## src/rtl/peripheral_cmd_pkg.sv

```systemverilog
// Shared constants, state encoding and response payload for the peripheral command master.
package peripheral_cmd_pkg;

  localparam int unsigned CMD_LEN = 6;
  localparam int unsigned IDX_W   = 3;
  localparam logic [IDX_W-1:0] LAST_IDX = IDX_W'(CMD_LEN - 1);

  localparam logic [7:0] OP_RD = 8'h01;
  localparam logic [7:0] OP_WR = 8'h02;

  localparam logic [7:0] ST_RD_OK      = 8'h00;
  localparam logic [7:0] ST_WR_OK      = 8'h01;
  localparam logic [7:0] ST_BAD_OPCODE = 8'hE0;
  localparam logic [7:0] ST_MALFORMED  = 8'hE1;
  localparam logic [7:0] ST_TIMEOUT    = 8'hE2;
  localparam logic [7:0] ST_MISALIGNED = 8'hE3;

  typedef enum logic [2:0] {
    COLLECT,
    DRAIN,
    ISSUE,
    WAIT_RDV,
    RESP
  } state_t;

  typedef struct packed {
    logic [7:0]  status;
    logic [7:0]  addr;
    logic [31:0] data;
  } rsp_word_t;

  // Byte idx of the response frame, data sent big-endian.
  function automatic logic [7:0] rsp_byte(input rsp_word_t w, input logic [IDX_W-1:0] idx);
    case (idx)
      3'd0:    rsp_byte = w.status;
      3'd1:    rsp_byte = w.addr;
      3'd2:    rsp_byte = w.data[31:24];
      3'd3:    rsp_byte = w.data[23:16];
      3'd4:    rsp_byte = w.data[15:8];
      default: rsp_byte = w.data[7:0];
    endcase
  endfunction

endpackage

```

## src/rtl/peripheral_cmd_rsp_ser.sv

```systemverilog
// Serialises one status/address/data word into a 6-byte sop/eop framed stream.
module peripheral_cmd_rsp_ser
  import peripheral_cmd_pkg::*;
(
  input  logic      clk,
  input  logic      rst_n,
  input  logic      load,
  input  rsp_word_t word,
  input  logic      rsp_ready,
  output logic [7:0] rsp_data,
  output logic      rsp_valid,
  output logic      rsp_sop,
  output logic      rsp_eop,
  output logic      done_c
);

  rsp_word_t        word_q;
  logic [IDX_W-1:0] idx_q;

  always_ff @(posedge clk or negedge rst_n) begin
    if (!rst_n) begin
      word_q    <= '0;
      idx_q     <= '0;
      rsp_data  <= '0;
      rsp_valid <= 1'b0;
      rsp_sop   <= 1'b0;
      rsp_eop   <= 1'b0;
    end else if (load) begin
      word_q    <= word;
      idx_q     <= '0;
      rsp_data  <= word.status;
      rsp_valid <= 1'b1;
      rsp_sop   <= 1'b1;
      rsp_eop   <= 1'b0;
    end else if (rsp_valid && rsp_ready) begin
      if (idx_q == LAST_IDX) begin
        rsp_data  <= '0;
        rsp_valid <= 1'b0;
        rsp_sop   <= 1'b0;
        rsp_eop   <= 1'b0;
      end else begin
        idx_q    <= idx_q + IDX_W'(1);
        rsp_data <= rsp_byte(word_q, idx_q + IDX_W'(1));
        rsp_sop  <= 1'b0;
        rsp_eop  <= ((idx_q + IDX_W'(1)) == LAST_IDX);
      end
    end
  end

  assign done_c = rsp_valid && rsp_ready && (idx_q == LAST_IDX);

endmodule

```

## src/rtl/peripheral_cmd_master.sv

```systemverilog
// Byte-stream command decoder issuing single-beat Avalon-MM reads/writes with framed responses.
module peripheral_cmd_master #(
  parameter int unsigned TIMEOUT_CYCLES = 1024,
  parameter int unsigned TMO_W          = 16
) (
  input  logic        clk_clk,
  input  logic        reset_reset_n,
  input  logic [7:0]  cmd_data,
  input  logic        cmd_valid,
  input  logic        cmd_sop,
  input  logic        cmd_eop,
  output logic        cmd_ready,
  output logic [7:0]  rsp_data,
  output logic        rsp_valid,
  output logic        rsp_sop,
  output logic        rsp_eop,
  input  logic        rsp_ready,
  output logic [7:0]  avm_address,
  output logic        avm_read,
  output logic        avm_write,
  output logic [31:0] avm_writedata,
  output logic [3:0]  avm_byteenable,
  output logic        avm_burstcount,
  output logic        avm_debugaccess,
  input  logic        avm_waitrequest,
  input  logic [31:0] avm_readdata,
  input  logic        avm_readdatavalid
);
  import peripheral_cmd_pkg::*;

  localparam logic [TMO_W-1:0] TMO_LAST = TMO_W'(TIMEOUT_CYCLES - 1);

  state_t           state_q, state_d;
  logic [IDX_W-1:0] cnt_q, cnt_d;
  logic             in_frame_q, in_frame_d;
  logic [7:0]       op_q, op_d;
  logic [7:0]       addr_q, addr_d;
  logic [31:0]      wdata_q, wdata_d;
  logic [TMO_W-1:0] tmo_q, tmo_d;
  logic             rd_d, wr_d;
  logic             load_c;
  rsp_word_t        rsp_word_c;
  logic             rsp_done_c;
  logic             cmd_xfer_c;
  logic             timeout_c;

  assign cmd_xfer_c = cmd_valid && cmd_ready;
  assign timeout_c  = (tmo_q >= TMO_LAST);

  always_ff @(posedge clk_clk or negedge reset_reset_n) begin
    if (!reset_reset_n) begin
      state_q        <= COLLECT;
      cnt_q          <= '0;
      in_frame_q     <= 1'b0;
      op_q           <= '0;
      addr_q         <= '0;
      wdata_q        <= '0;
      tmo_q          <= '0;
      cmd_ready      <= 1'b0;
      avm_read       <= 1'b0;
      avm_write      <= 1'b0;
      avm_byteenable <= 4'h0;
    end else begin
      state_q        <= state_d;
      cnt_q          <= cnt_d;
      in_frame_q     <= in_frame_d;
      op_q           <= op_d;
      addr_q         <= addr_d;
      wdata_q        <= wdata_d;
      tmo_q          <= tmo_d;
      cmd_ready      <= (state_d == COLLECT) || (state_d == DRAIN);
      avm_read       <= rd_d;
      avm_write      <= wr_d;
      avm_byteenable <= (rd_d || wr_d) ? 4'hF : 4'h0;
    end
  end

  // Next-state, frame capture, request control and response launch.
  always_comb begin
    state_d    = state_q;
    cnt_d      = cnt_q;
    in_frame_d = in_frame_q;
    op_d       = op_q;
    addr_d     = addr_q;
    wdata_d    = wdata_q;
    tmo_d      = tmo_q;
    rd_d       = avm_read;
    wr_d       = avm_write;
    load_c     = 1'b0;
    rsp_word_c = '0;

    case (state_q)
      COLLECT: begin
        if (cmd_xfer_c) begin
          if (cmd_sop) begin
            op_d       = cmd_data;
            addr_d     = '0;
            wdata_d    = '0;
            cnt_d      = IDX_W'(1);
            in_frame_d = !cmd_eop;
            if (cmd_eop) begin
              cnt_d             = '0;
              load_c            = 1'b1;
              rsp_word_c.status = ST_MALFORMED;
              state_d           = RESP;
            end
          end else if (in_frame_q) begin
            if (cnt_q == IDX_W'(1)) addr_d = cmd_data;
            else                    wdata_d = {wdata_q[23:0], cmd_data};
            if (cnt_q == LAST_IDX) begin
              cnt_d      = '0;
              in_frame_d = 1'b0;
              if (!cmd_eop) begin
                state_d = DRAIN;
              end else if (op_q != OP_RD && op_q != OP_WR) begin
                load_c            = 1'b1;
                rsp_word_c.status = ST_BAD_OPCODE;
                state_d           = RESP;
              end else if (addr_q[1:0] != 2'b00) begin
                load_c            = 1'b1;
                rsp_word_c.status = ST_MISALIGNED;
                state_d           = RESP;
              end else begin
                tmo_d   = '0;
                rd_d    = (op_q == OP_RD);
                wr_d    = (op_q == OP_WR);
                state_d = ISSUE;
              end
            end else if (cmd_eop) begin
              cnt_d             = '0;
              in_frame_d        = 1'b0;
              load_c            = 1'b1;
              rsp_word_c.status = ST_MALFORMED;
              state_d           = RESP;
            end else begin
              cnt_d = cnt_q + IDX_W'(1);
            end
          end
        end
      end
      DRAIN: begin
        if (cmd_xfer_c && cmd_eop) begin
          load_c            = 1'b1;
          rsp_word_c.status = ST_MALFORMED;
          state_d           = RESP;
        end
      end
      ISSUE: begin
        tmo_d = tmo_q + TMO_W'(1);
        if (!avm_waitrequest) begin
          rd_d = 1'b0;
          wr_d = 1'b0;
          if (avm_write) begin
            load_c            = 1'b1;
            rsp_word_c.status = ST_WR_OK;
            state_d           = RESP;
          end else begin
            state_d = WAIT_RDV;
          end
        end else if (timeout_c) begin
          rd_d              = 1'b0;
          wr_d              = 1'b0;
          load_c            = 1'b1;
          rsp_word_c.status = ST_TIMEOUT;
          state_d           = RESP;
        end
      end
      WAIT_RDV: begin
        tmo_d = tmo_q + TMO_W'(1);
        if (avm_readdatavalid) begin
          load_c            = 1'b1;
          rsp_word_c.status = ST_RD_OK;
          rsp_word_c.data   = avm_readdata;
          state_d           = RESP;
        end else if (timeout_c) begin
          load_c            = 1'b1;
          rsp_word_c.status = ST_TIMEOUT;
          state_d           = RESP;
        end
      end
      RESP: begin
        if (rsp_done_c) state_d = COLLECT;
      end
      default: state_d = COLLECT;
    endcase

    rsp_word_c.addr = addr_d;
  end

  assign avm_address     = addr_q;
  assign avm_writedata   = wdata_q;
  assign avm_burstcount  = 1'b1;
  assign avm_debugaccess = 1'b0;

  peripheral_cmd_rsp_ser u_rsp_ser (
    .clk       (clk_clk),
    .rst_n     (reset_reset_n),
    .load      (load_c),
    .word      (rsp_word_c),
    .rsp_ready (rsp_ready),
    .rsp_data  (rsp_data),
    .rsp_valid (rsp_valid),
    .rsp_sop   (rsp_sop),
    .rsp_eop   (rsp_eop),
    .done_c    (rsp_done_c)
  );

endmodule

```

## config.mk

```make
export PLATFORM = sky130hd
export DESIGN_NAME = peripheral_cmd_master
export DESIGN_NICKNAME = d
export VERILOG_FILES = /design/src/rtl/peripheral_cmd_pkg.sv /design/src/rtl/peripheral_cmd_rsp_ser.sv /design/src/rtl/peripheral_cmd_master.sv
export SDC_FILE = /design/constraint.sdc
export NUM_CORES = 1
export LEC_CHECK = 0
export CORE_MARGIN = 2
export CORE_UTILIZATION = 52
export CTS_CLUSTER_SIZE = 10
export DETAILED_ROUTE_END_ITERATION = 6
export GPL_ROUTABILITY_DRIVEN = 0
export GPL_TIMING_DRIVEN = 0
export PLACE_DENSITY = 0.76
export SLEW_MARGIN = 30
export SYNTH_ARGS = -nofsm -noshare
export SYNTH_HDL_FRONTEND = slang
export SYNTH_HIERARCHICAL = 1
export SYNTH_SLANG_ARGS = --single-unit
```

## constraint.sdc

```tcl
create_clock -name clk_clk -period 5.9 [get_ports clk_clk]
set_clock_uncertainty 0.05 [all_clocks]
set_input_delay 1.18 -clock clk_clk [delete_from_list [all_inputs] [get_ports clk_clk]]
set_output_delay 1.18 -clock clk_clk [all_outputs]
set_load 0.01 [all_outputs]
```

Word level (Yosys, flattened, before mapping)
Index checks and enable logic that the tools add are counted.
{ "word_totals": {"register_bits": 140, "latch_bits": 0, "ramBits": 0, "rom_bits": 0, "inputBits": 48, "output_inout_bits": 60, "elab_cells": 179, "memories": 0} }
{ "op_classes": {"add_sub_neg": 3, "mul": 0, "div": 0, "n_lt_le_gt_ge": 1, "n_eq_ne": 26, "n_shift": 0, "mux": 106, "bitwise_logic": 0, "n_reduce_logical": 24} }
{ "op_table": {"columns": ["operator", "n"], "rows": [
  ["two-way mux 32 bit", 5],
  ["two-way mux 8 bit", 20],
  ["two-way mux 16 bit", 7],
  ["two-way mux 3 bit", 21],
  ["two-way mux 1 bit", 45],
  ["one-hot mux 8 bit (5 select lines)", 1],
  ["one-hot mux 16 bit (2 select lines)", 1],
  ["one-hot mux 8 bit (4 select lines)", 1],
  ["!= test 2 bit, second input constant", 9],
  ["adder 16 x 1 -> 16 bit, second input constant", 1],
  ["greater-or-equal comparator 16 x 10 -> 1 bit, second input constant", 1],
  ["equality test 3 bit, second input constant", 5],
  ["one-hot mux 3 bit (5 select lines)", 1],
  ["equality test 3 x 1 -> 1 bit, second input constant", 4],
  ["equality test 3 x 2 -> 1 bit, second input constant", 4],
  ["nonzero test 2 bit", 5],
  ["zero test 3 bit", 3],
  ["equality test 8 x 1 -> 1 bit, second input constant", 1],
  ["equality test 8 x 2 -> 1 bit, second input constant", 1],
  ["!= test 8 x 1 -> 1 bit, second input constant", 1],
  ["!= test 8 x 2 -> 1 bit, second input constant", 1],
  ["AND reduction 8 bit", 1],
  ["adder 3 x 1 -> 3 bit, second input constant", 2],
  ["AND reduction 2 bit", 3],
  ["9 further kinds", 16]
]} }

Logic depth before layout (Yosys ltp)
{ "logic_depth": {"word_depth": 11, "depth_mapped": 11, "mapped_depth_nobuf": 10} }

By module
The synthesis kept the hierarchy.
{ "modules_own_cells": {"columns": ["mod", "instances", "cells_per_inst", "area_each_um2", "seq_area_each_um2"], "rows": [
  ["peripheral_cmd_master", 1, 349, 3643.5, 1876.8],
  ["peripheral_cmd_rsp_ser", 1, 197, 2788.9, 1551.5]
]} }

Worst setup path before layout
OpenSTA, ideal clock, no wires.
{ "synth_path": {"path_kind": "input port to flip-flop", "from": "input port cmd_sop", "to": "register u_rsp_ser/word_q[23] (netlist bit)", "setup_time_ns": 0.125, "arrival_time_ns": 3.037, "required_time_ns": 5.725, "setup_slack_ns": 2.688, "stages": 8, "path_buffers": 3, "cell_sequence": "clkbuf_1 > nor2_1 > a311o_1 > nor2b_1 > nand2_1 > clkbuf_1 > buf_1 > mux2_2"} }
{ "synth_via": {"elab_chain_len": 3} }
{ "synth_rtl": {"columns": ["item", "line_no", "source"], "rows": [
  ["from (decl)", "peripheral_cmd_master.sv:10", "input logic cmd_sop,"],
  ["two-way mux 1 bit", "peripheral_cmd_master.sv:95", "if (cmd_sop) begin"],
  ["two-way mux 1 bit", "peripheral_cmd_master.sv:94", "if (cmd_xfer_c) begin"],
  ["one-hot mux 1 bit (4 select lines)", "peripheral_cmd_master.sv:92", "case (state_q)"],
  ["net load_c", "peripheral_cmd_master.sv:41", "logic load_c;"],
  ["to (signal assigned)", "peripheral_cmd_rsp_ser.sv:29", "word_q <= word;"],
  ["to (decl)", "peripheral_cmd_rsp_ser.sv:17", "rsp_word_t word_q;"]
]} }
The timed path passes the listed nets, and every way through them passes these cells.
A chain may end at the register's enable or synchronous reset.

Final worst setup path
{ "layout_path": {"from": "input port cmd_sop", "to": "register u_rsp_ser/word_q[26] (netlist bit)"} }
The elaborated chain is that of the path after synthesis.

==> impl_metrics.tcl <==
set metrics [dict create \
    synth_async_sr_flop_share_pct 100 \
    die_h_um 115 \
    path_class "input port to register" \
    critPathMaxFanout 10 \
    via_count 5017 \
    clk_pin_slew_ns 0.06 \
    num_rows 40 \
    die_w_um 115 \
    n_antenna_cell 0 \
    core_area_mm2 0.0121 \
    relSlewSlack_pct 35.9 \
    cp_top_family "buffers and inverters" \
    wl_per_cell_um 18.6 \
    grt_usage_pct 25.0 \
    grt_pass1_vias 5121 \
    ys.flop_type "dfrtp_1" \
    start_util_pct 53.3 \
    max_stage_delay_ns 0.61 \
    tritoncts "done" \
    portBuffers 105 \
    holdCritPathClass "register to register" \
    drive_gt1_share_pct 18.3 \
    yosys.area_share.simple_pct 14.4 \
    cp_slowest_cell "clkdlybuf4s50_1" \
    tightest_slew_ns 0.953 \
    synthToLayoutAreaGrowth_pct 29.5 \
    p_per_area_mw_per_mm2 373 \
    crit_buf_inv 4 \
    final_cell_mix "dfrtp_1 (137), clkdlybuf4s50_1 (104), mux2_2 (56), a22o_1 (47), and3_1 (38)" \
    timing.fmax_ghz 0.248 \
    viasPerCell 5.85 \
    synth_compound_area_share_pct 14.2 \
    yosysSeqAreaShare_pct 53.3 \
    boundaryPins 108 \
    grt_max_degree 71 \
    end_kind "register" \
    post_cts_buffers 0 \
    drt-total-wl_um 15900 \
    synth.mux.area_fraction_pct 11.7 \
    clkSinkCount 137 \
    drc 0 \
    path_common_cell "clkbuf_1" \
    ctsResizeCount 0 \
    total_power_w 0.00310 \
    slew_viol_final 0 \
    synth_warnings 6 \
    avgSynthCellArea_um2 11.8 \
    cts_buffer_depth 2 \
    crit_path_cell_trace "clkdlybuf4s50_1 > clkbuf_1 > nor2_1 > a311o_1 > nor2b_1 > nand2_1 > clkbuf_1 > buf_1 > mux2_2" \
    hold_viol_final 0 \
    cts.htree.levels 4 \
    syn-cell-area_mm2 0.00643 \
    holdBufCountCts 0 \
    post-route-period-util_pct 68.5 \
    hold-worst-slack_ns 0.426 \
    min_period_ns 4.04 \
    drv_cap 0 \
    numCtsBuffers 17 \
    clock_latency_ns 0.42 \
    antenna_found_initial 0 \
    finalSetupViolCount 0 \
    status "completed" \
    final_common_cell "dfrtp_1" \
    die-area_mm2 0.0133 \
    gr-total-overflow 0 \
    netlist_instances 546 \
    synthAdderAreaFrac_pct 1.56 \
    grt_pass1_wl_um 25500 \
    synth_top_family_by_area "simple AND/OR/NAND/NOR gates" \
    final_nets 733 \
    rsz0062_at_grt "no" \
    synth-seq-cells 137 \
    drtPass1Iterations 5 \
    dpl.hpwl_um 11300 \
    worstPathArrival_ns 4.29 \
    p_leak_nw 3.92 \
    vdd_drop_max_uv 167 \
    clock-root-buffer "clkbuf_16" \
    drt-initial-drc-count 375 \
    synth-xor-area-share_pct 1.09 \
    critPathLaunchType "input port" \
    ys_types 60 \
    cp.required_ns 6.15 \
    synth_enable_flop_cells 0 \
    drtAntennaViolNets 0 \
]
worst register-to-register path: cells and delay by family, from the launching register on:
family / cells / cell delay, ns
AOI/OAI and AO/OA: 2 / 0.53
and+or+nand+nor: 2 / 0.62
muxes: 1 / 0.42
buffers and inverters: 3 / 1.23
DFF: 1 / 0.40
cells in the mapped netlist, drive strengths merged, types with 4 or more instances:
| cell type | n | area [um2] |
|---|---|---|
| ha | 8 | 100 |
| nand2b | 7 | 43.8 |
| a21o | 4 | 31.3 |
| a222oi | 8 | 80.1 |
| nand4b | 4 | 35.0 |
| o22ai | 8 | 50.1 |
| nor2 | 25 | 93.8 |
| inv | 7 | 26.3 |
| a21oi | 11 | 58.8 |
| buf | 19 | 133 |
| and3 | 38 | 238 |
| nand3 | 20 | 105 |
| dfrtp | 137 | 3430 |
| a221o | 7 | 78.8 |
| nand2 | 33 | 124 |
| xor2 | 4 | 35.0 |
| mux2i | 11 | 110 |
| mux2 | 57 | 646 |
| nor3 | 9 | 61.3 |
| nand4 | 5 | 31.3 |
| o21ai | 14 | 70.1 |
| a22o | 47 | 412 |
| a31oi | 4 | 25.0 |
| xnor2 | 4 | 35.0 |
| clkbuf | 19 | 71.3 |
logic make-up (layout without fill, tap and decap cells):
logic type,count (synthesis),count (layout)
DFF,137,137
buffers and inverters,45,183
other,2,8
xor gates and xnor gates,8,8
adders and majority gates,8,8
AOI/OAI and AO/OA,115,115
muxes,68,68
and+or+nand+nor,163,163
metrics by stage:
stage	cells	utilization, %	setup slack (ns)	setup TNS, ns	cell area [um2]
final	858	69.1	1.86	0	8330
after global routing	858	69.1	1.66	0	8330
after CTS	858	69.0	1.94	0	8320
after detailed placement	826	64.2	1.55	0	7750
after global placement	825	64.0	-1.61	-218.95	7720
after floorplan	552	-	2.69	0	6450
routing by layer:
| metal | GRT usage [%] | vias to the layer above | wire length, um |
|---|---|---|---|
| li1 | - | 2306 | - |
| met1 | 31.0 | 2491 | 6780 |
| met2 | 41.7 | 184 | 7770 |
| met3 | 5.85 | 36 | 881 |
| met4 | 11.4 | 0 | 489 |
| met5 | 0 | - | 0 |
flip-flops by register name (all words and copies together) (netlist names), 3 cells and up:
register,flops
u_rsp_ser/rsp_data,8
op_q,8
u_rsp_ser/idx_q,3
state_q,3
u_rsp_ser/word_q,48
cnt_q,3
avm_address,8
avm_writedata,32
tmo_q,16
cell type report:
cell class / count / area (um2)
Tap cell: 168 / 210
Clock inverter: 10 / 91.3
Multi-Input combinational cell: 370 / 2800
Timing Repair Buffer: 106 / 1080
Inverter: 7 / 26.3
Sequential cell: 137 / 3430
Buffer: 38 / 204
Fill cell: 884 / 3730
Clock buffer: 22 / 484
where the power goes:
group	leakage, nW	switching (W)	internal (W)	total, W
clock	0.283	0.000394	0.000624	0.00102
sequential	1.80	0.000131	0.00109	0.00122
combinational	1.83	0.000443	0.000426	0.000868
worst paths after layout:
| kind | from | to | slack (ns) | cells past startpoint |
|---|---|---|---|---|
| setup / recovery | cmd_sop | u_rsp_ser/word_q[26] | 1.86 | 9 |
| hold / removal | tmo_q[15] | tmo_q[15] | 0.43 | 1 |
| setup reg to reg | state_q[0] | u_rsp_ser/word_q[26] | 2.54 | 8 |
| hold reg to reg | tmo_q[15] | tmo_q[15] | 0.43 | 1 |
| max in group asynchronous | reset_reset_n | u_rsp_ser/word_q[2] | 4.42 | 2 |
| min in group asynchronous | reset_reset_n | avm_writedata[29] | 0.65 | 1 |
No activity file was read; power rests on OpenSTA's default activity.
